[src/rtl/iterative_muldiv.sv]
// iterative_muldiv
//   Multi-cycle unsigned multiply/divide unit. It processes one operand bit
//   per clock: shift-add for multiply, restoring subtract for divide. On
//   completion it issues a single-cycle register-file write request.
//
// Ports
//   clk     in   1      clock, all state changes on posedge
//   reset   in   1      synchronous active-high reset
//   start   in   1      request, accepted only while idle
//   op      in   2      00 MULLO, 01 MULHI, 10 DIVQ, 11 DIVR (unsigned)
//   src_a   in   WIDTH  multiplicand / dividend
//   src_b   in   WIDTH  multiplier / divisor
//   dest    in   AW     destination register for the result
//   busy    out  1      high while an op is running or completing
//   done    out  1      one-cycle completion strobe
//   result  out  WIDTH  result word (register file WD3)
//   waddr   out  AW     destination register (register file A3)
//   we      out  1      write enable (register file WE3), equals done
module iterative_muldiv #(
  parameter int WIDTH = 32,
  parameter int AW    = 5
) (
  input  logic             clk,
  input  logic             reset,
  input  logic             start,
  input  logic [1:0]       op,
  input  logic [WIDTH-1:0] src_a,
  input  logic [WIDTH-1:0] src_b,
  input  logic [AW-1:0]    dest,
  output logic             busy,
  output logic             done,
  output logic [WIDTH-1:0] result,
  output logic [AW-1:0]    waddr,
  output logic             we
);

  localparam int CW = $clog2(WIDTH + 1);

  typedef enum logic [1:0] {
    IDLE = 2'd0,
    RUN  = 2'd1,
    FIN  = 2'd2
  } state_t;

  state_t               state_r;
  state_t               state_s;
  logic [1:0]           op_r;
  logic [WIDTH-1:0]     b_r;
  // Multiply: multiplier bits shifted out MSB-first.
  // Divide: dividend bits shifted out MSB-first while quotient bits shift in.
  logic [WIDTH-1:0]     shft_r;
  logic [2*WIDTH-1:0]   acc_r;
  logic [CW-1:0]        count_r;
  logic [AW-1:0]        dest_r;
  logic [WIDTH-1:0]     result_r;
  logic [AW-1:0]        waddr_r;
  logic                 busy_r;
  logic                 done_r;

  logic                 last_s;
  logic [2*WIDTH-1:0]   acc_s;
  logic [WIDTH-1:0]     shft_s;
  logic [2*WIDTH-1:0]   addend_s;
  logic [WIDTH:0]       shifted_s;
  logic [WIDTH+1:0]     diff_s;
  logic [WIDTH-1:0]     res_s;

  assign last_s = (count_r == CW'(WIDTH - 1));

  // Next-state logic for the IDLE/RUN/FIN sequencer.
  always_comb begin
    state_s = state_r;
    case (state_r)
      IDLE: begin
        if (start) state_s = RUN;
        else       state_s = IDLE;
      end
      RUN: begin
        if (last_s) state_s = FIN;
        else        state_s = RUN;
      end
      FIN:     state_s = IDLE;
      default: state_s = IDLE;
    endcase
  end

  // One iteration of shift-add (multiply) or restoring subtract (divide).
  always_comb begin
    acc_s     = acc_r;
    shft_s    = shft_r;
    addend_s  = shft_r[WIDTH-1] ? {{WIDTH{1'b0}}, b_r} : {(2*WIDTH){1'b0}};
    // Partial remainder stays below 2^WIDTH (it is either < divisor or, for a
    // zero divisor, a prefix of the dividend), so the low WIDTH bits suffice.
    shifted_s = {acc_r[WIDTH-1:0], shft_r[WIDTH-1]};
    diff_s    = {1'b0, shifted_s} - {2'b00, b_r};
    if (op_r[1] == 1'b0) begin
      acc_s  = {acc_r[2*WIDTH-2:0], 1'b0} + addend_s;
      shft_s = {shft_r[WIDTH-2:0], 1'b0};
    end else if (diff_s[WIDTH+1]) begin
      // Trial subtraction borrowed: restore, quotient bit 0.
      acc_s  = {{(WIDTH-1){1'b0}}, shifted_s};
      shft_s = {shft_r[WIDTH-2:0], 1'b0};
    end else begin
      acc_s  = {{(WIDTH-1){1'b0}}, diff_s[WIDTH:0]};
      shft_s = {shft_r[WIDTH-2:0], 1'b1};
    end
  end

  // Result selection from the values produced by the final iteration.
  always_comb begin
    res_s = {WIDTH{1'b0}};
    case (op_r)
      2'b00:   res_s = acc_s[WIDTH-1:0];
      2'b01:   res_s = acc_s[2*WIDTH-1:WIDTH];
      2'b10:   res_s = shft_s;
      2'b11:   res_s = acc_s[WIDTH-1:0];
      default: res_s = {WIDTH{1'b0}};
    endcase
  end

  // State register plus registered status outputs.
  always_ff @(posedge clk) begin
    if (reset) begin
      state_r <= IDLE;
      busy_r  <= 1'b0;
      done_r  <= 1'b0;
    end else begin
      state_r <= state_s;
      busy_r  <= (state_s != IDLE);
      done_r  <= (state_s == FIN);
    end
  end

  // Operand capture, iteration datapath and result/address registers.
  always_ff @(posedge clk) begin
    if (reset) begin
      op_r     <= 2'b00;
      b_r      <= {WIDTH{1'b0}};
      shft_r   <= {WIDTH{1'b0}};
      acc_r    <= {(2*WIDTH){1'b0}};
      count_r  <= {CW{1'b0}};
      dest_r   <= {AW{1'b0}};
      result_r <= {WIDTH{1'b0}};
      waddr_r  <= {AW{1'b0}};
    end else begin
      case (state_r)
        IDLE: begin
          if (start) begin
            op_r    <= op;
            b_r     <= src_b;
            shft_r  <= src_a;
            acc_r   <= {(2*WIDTH){1'b0}};
            count_r <= {CW{1'b0}};
            dest_r  <= dest;
          end else begin
            count_r <= count_r;
          end
        end
        RUN: begin
          acc_r   <= acc_s;
          shft_r  <= shft_s;
          count_r <= count_r + CW'(1);
          if (last_s) begin
            result_r <= res_s;
            waddr_r  <= dest_r;
          end else begin
            result_r <= result_r;
          end
        end
        FIN:     count_r <= count_r;
        default: count_r <= {CW{1'b0}};
      endcase
    end
  end

  assign busy   = busy_r;
  assign done   = done_r;
  assign we     = done_r;
  assign result = result_r;
  assign waddr  = waddr_r;

endmodule

[config.mk]
export PLATFORM = sky130hd
export DESIGN_NAME = iterative_muldiv
export DESIGN_NICKNAME = d
export VERILOG_FILES = /design/src/rtl/iterative_muldiv.sv
export SDC_FILE = /design/constraint.sdc
export NUM_CORES = 1
export LEC_CHECK = 0
export BUFFER_PORTS_ARGS = -buffer_cell sky130_fd_sc_hd__buf_4
export CAP_MARGIN = 20
export CORE_MARGIN = 5
export CORE_UTILIZATION = 40
export DETAILED_ROUTE_END_ITERATION = 6
export HOLD_SLACK_MARGIN = 0.05
export PLACE_DENSITY = 0.68
export SYNTH_ARGS = -nofsm -noshare
export SYNTH_HDL_FRONTEND = slang
export SYNTH_SLANG_ARGS = --single-unit
[constraint.sdc]
create_clock -name clk -period 4.08 [get_ports clk]
set_input_delay 0.816 -clock clk [delete_from_list [all_inputs] [get_ports clk]]
set_output_delay 0.816 -clock clk [all_outputs]
set_load 0.005 [all_outputs]
* Yosys cells after proc, flatten, opt, wreduce, memory -nomap -nowiden
Cells that the tools add are included.
** Operators by class
- Reduce and logical (&&, ||, !) cells :: 9
- Equality and inequality tests :: 8
- Mux-type cells :: 15
- Bitwise logic cells :: 1
- Add/subtract/negate cells :: 3
** Operators with widths (count)
- $pmux W63 S2 :: 1
- $pmux W32 S3 :: 1
- $add A64 B32 Y64 :: 1
- $mux W32 :: 2
- $mux W64 :: 1
- $pmux W32 S2 :: 1
- $mux W63 :: 1
- $sub A33 B32 Y34 :: 1
- $mux W33 :: 1
- $pmux W6 S3 :: 1
- $eq A2 B2 Y1 const B :: 4
- $reduce_and A2 Y1 :: 4
- $add A6 B1 Y6 const B :: 1
- $eq A6 B5 Y1 const B :: 1
- $mux W6 :: 1
- $eq A2 B1 Y1 const B :: 2
- $logic_not A2 Y1 :: 2
- $pmux W2 S2 :: 1
- $reduce_bool A2 Y1 :: 2
- $mux W1 :: 3
- $mux W2 :: 1
- $ne A2 B2 Y1 const B :: 1
- $reduce_or A2 Y1 :: 1
- $not A1 Y1 :: 1
** Storage, ports and cells
- Word-level logic and storage cells :: 47
- Input bits :: 74
- Flip-flop bits (word level) :: 181
- Output and inout port bits :: 40

* Longest topological paths before layout
- Depth in word-level cells :: 4
- Mapped depth :: 15

* Least setup slack after synthesis
No wires, ideal clock.
- Path type :: register -> register
- Start :: reg shft_r[31]
- End :: reg result_r[5] (netlist: result[5])
- Path buffers :: 1
- Data arrival time :: 3.131 ns
- Data required time :: 3.977 ns
- Setup time :: 0.103 ns
- Setup slack :: 0.846 ns
- Cell stages (with the launch flop) :: 15
- Cells stage by stage :: dfxtp_1 -> inv_1 -> clkbuf_1 -> nor2_1 -> ha_1 -> fa_1 -> a21oi_1 -> nand4b_1 -> and3_1 -> nor2_1 -> a2111oi_4 -> nor4_1 -> xnor2_1 -> o21a_1 -> a2111oi_2
** On the way
- Longest elaborated chain between the ends :: 4
** Ends and longest elaborated chain
- from (decl) :: line 51 : logic [WIDTH-1:0] shft_r;
- from (signal assigned) :: line 139 : shft_r <= {WIDTH{1'b0}};
- from (signal assigned) :: line 151 : shft_r <= src_a;
- from (signal assigned) :: line 161 : shft_r <= shft_s;
- $mux W32 or $sub A33 B32 Y34 (tied branches) :: line 91, 95
- $add A64 B32 Y64 or $mux W33 (tied branches) :: line 97, 99
- $mux W64 * :: line 96 : if (op_r[1] == 1'b0) begin
- $pmux W32 S3 * :: line 112 : case (op_r)
- to (signal assigned) :: line 143 : result_r <= {WIDTH{1'b0}};
- to (signal assigned) :: line 164 : result_r <= res_s;
- to (signal assigned) :: line 167 : result_r <= result_r;
- to (decl) :: line 55 : logic [WIDTH-1:0] result_r;
Mark *: on every way between the ends. The rest lies on a longest branch, timed or not.
A chain may end at the register's enable or synchronous reset.

* Worst setup path after layout
- Start :: reg b_r[21]
- End :: reg result_r[0] (netlist: result[0])
** On the way
- Longest elaborated chain between the ends :: 4
** Ends and longest elaborated chain
- from (decl) :: line 48 : logic [WIDTH-1:0] b_r;
- from (signal assigned) :: line 138 : b_r <= {WIDTH{1'b0}};
- from (signal assigned) :: line 150 : b_r <= src_b;
- $mux W32 or $sub A33 B32 Y34 (tied branches) :: line 91, 95
- $add A64 B32 Y64, or another cell as far along :: line 97 : acc_s = {acc_r[2*WIDTH-2:0], 1'b0} + addend_s;
- $mux W64 or $mux W1 (tied branches) :: line 96
- $pmux W32 S3 * :: line 112
Marked as above.

==> flow_summary.json <==
{
  "grt_pass1_wl_mm": 72.2,
  "finalSetupViolCount": 0,
  "crit_type": "flop to flop",
  "core_sq_um": 31300,
  "drtIter0Drc": 1206,
  "netlist_area_sq_um": 12600,
  "yosysWarnings": 0,
  "rsz0062_at_grt": "no",
  "routed_wl_mm": 46.4,
  "grt_max_degree": 70,
  "gp_congestion": 1.00,
  "cts.hold.buffers_added": 0,
  "areaGrowthSynthToFinish_pct": 15.3,
  "start_kind": "flop",
  "crit_arrival_ps": 4040,
  "synth_nets": 1853,
  "hp-class": "flop to flop",
  "ys_types": 88,
  "finalNetCount": 1932,
  "cts_buffer_depth": 2,
  "grt_usage_pct": 25.5,
  "layout-drive-gt1-share_pct": 12.5,
  "clk_pin_slew_ps": 80,
  "cp_max_fo": 9,
  "async_flop_share_pct": 0,
  "ios": 114,
  "required_ps": 4400,
  "dieArea_sq_um": 35200,
  "cts-root-buf": "clkbuf_16",
  "yosysSeqAreaShare_pct": 28.7,
  "overflow": 0,
  "final_cells": 2203,
  "place.port_buffers": 113,
  "hpwl_mm": 35.2,
  "route.detailed.drc": 0,
  "power.density_nw_per_um2": 324,
  "dieWidth_um": 188,
  "finClkSkew_ps": 11.3,
  "cts_made_buffers": 17,
  "cts_tree": "yes",
  "clk_latency_ps": 450,
  "mostFrequentLayoutCell": "nand2_1",
  "viasPerCell": 6.08,
  "leakagePower_uw": 0.00589,
  "status": "completed",
  "mostFrequentLayoutCells": "nand2_1, dfxtp_1, nor2_1",
  "slew_headroom_pct": 30.0,
  "synth_area_per_cell_sq_um": 7.38,
  "rows": 65,
  "die_h_um": 188,
  "dpl.cell_count": 2172,
  "drt-wirelength-per-cell_um": 21.0,
  "post-route-period-util_pct": 91.2,
  "max_cap_viol_count": 0,
  "synthCells": 1710,
  "num_vias": 13400,
  "peakVddDrop_mv": 0.234,
  "cts_sinks": 181,
  "antenna_found_initial": 0,
  "cts_max_level": 4,
  "synth_seq_cells": 181,
  "finalMaxSlewViolations": 0,
  "synth_edf_count": 0,
  "synthFlopType": "dfxtp_1",
  "fin_crit_ps": 3720,
  "post_cts_buffers": 0,
  "setup_tns_ps": 0,
  "tightestPinTransition_ps": 1050,
  "antenna_left": 0,
  "grt_pass1_vias": 12700,
  "timing.fmax_ghz": 0.269,
  "critPathCaptureType": "flop",
  "hold_viol_final": 0,
  "dr.pass1.iters": 6,
  "ctsResizeCount": 0,
  "initial_utilization_pct": 40.3,
  "n_antenna_cell": 0,
  "whs_ps": 455
}
[cell usage after synthesis, drive strengths merged, types with 11 or more instances]
library cell | instances | area (sq um)
a2111oi | 11 | 143
a211oi | 21 | 163
a21o | 31 | 234
a21oi | 166 | 831
a221oi | 11 | 96.3
a311oi | 33 | 289
a31oi | 12 | 75.1
and3 | 24 | 151
buf | 21 | 115
clkbuf | 79 | 297
dfxtp | 181 | 3620
ha | 67 | 838
inv | 53 | 199
mux2i | 16 | 160
nand2 | 304 | 1140
nand3 | 41 | 210
nand4 | 19 | 119
nor2 | 176 | 661
nor2b | 17 | 106
nor3 | 22 | 115
o211ai | 22 | 185
o21a | 11 | 83.8
o21ai | 113 | 569
xnor2 | 46 | 403
xor2 | 34 | 298
[cell type report]
class | instances | area (sq um)
fillers | 3165 | 16800
multi-input cells | 1376 | 8420
flip-flops and latches | 181 | 3620
repair buffers | 160 | 1200
well taps | 402 | 503
clock buffers | 18 | 429
inverters | 53 | 199
clock inverters | 13 | 168
[registers in the layout (all words and copies together), names as in the netlist, 2 cells and up]
| signal | count |
|---|---|
| acc_r | 63 |
| b_r | 32 |
| count_r | 6 |
| dest_r | 5 |
| op_r | 2 |
| result | 32 |
| shft_r | 32 |
| state_r | 2 |
| waddr | 5 |
[routing by layer]
layer | vias to the layer above | track usage (%) | routed length [um] | part of all wire [%]
met5 | - | 0 | 0 | 0
met4 | 0 | 10.5 | 1980 | 4.3
met3 | 115 | 3.54 | 2930 | 6.3
met2 | 552 | 41.6 | 21400 | 46
met1 | 6376 | 34.1 | 20000 | 43
li1 | 6346 | - | - | -
[stage by stage]
| stage | setup WS [ps] | power (uW) | instance area, sq um | util (%) |
|---|---|---|---|---|
| 3_3_place_gp | 239 | 2990 | 13900 | 44.5 |
| 3_5_place_dp | 189 | 3000 | 13900 | 44.5 |
| 2_1_floorplan | 846 | 2640 | 12600 | - |
| 5_1_grt | 88.2 | 4900 | 14500 | 46.4 |
| 6_report | 360 | 4710 | 14500 | 46.4 |
| 4_1_cts | 162 | 4700 | 14500 | 46.4 |
[path summary, 6_finish.rpt]
kind            from         to  slack, ps  cells past startpoint
max          b_r[21]  result[0]        360                     12
min          b_r[28]    b_r[28]        450                      2
max reg2reg  b_r[21]  result[0]        360                     12
min reg2reg  b_r[28]    b_r[28]        450                      2
[power breakdown]
part           switching (uW)  internal [uW]
registers                63.5           1830
clock network             805            924
logic                     699            390
[worst max-delay path: stages (launching register included)]
cell and delay [ps]:
dfxtp_1 330, inv_1 60, ha_1 440, nand3_2 150, or4_4 580, a2111oi_4 360
a211oi_2 140, o21ai_2 180, buf_4 210, nand2_2 160, o32a_1 420, xor2_1 390
a32oi_1 170
[cells by family after synthesis]
| kind of cell | synth area share (%) |
|---|---|
| and+or+nand+nor | 23.8 |
| AOI/OAI and AO/OA | 28.7 |
| DFF | 28.7 |
| buffers and inverters | 4.84 |
| xor gates and xnor gates | 5.55 |
| adders and majority gates | 6.96 |
| muxes | 1.45 |
Note: power is estimated with default switching activity, not from simulation.
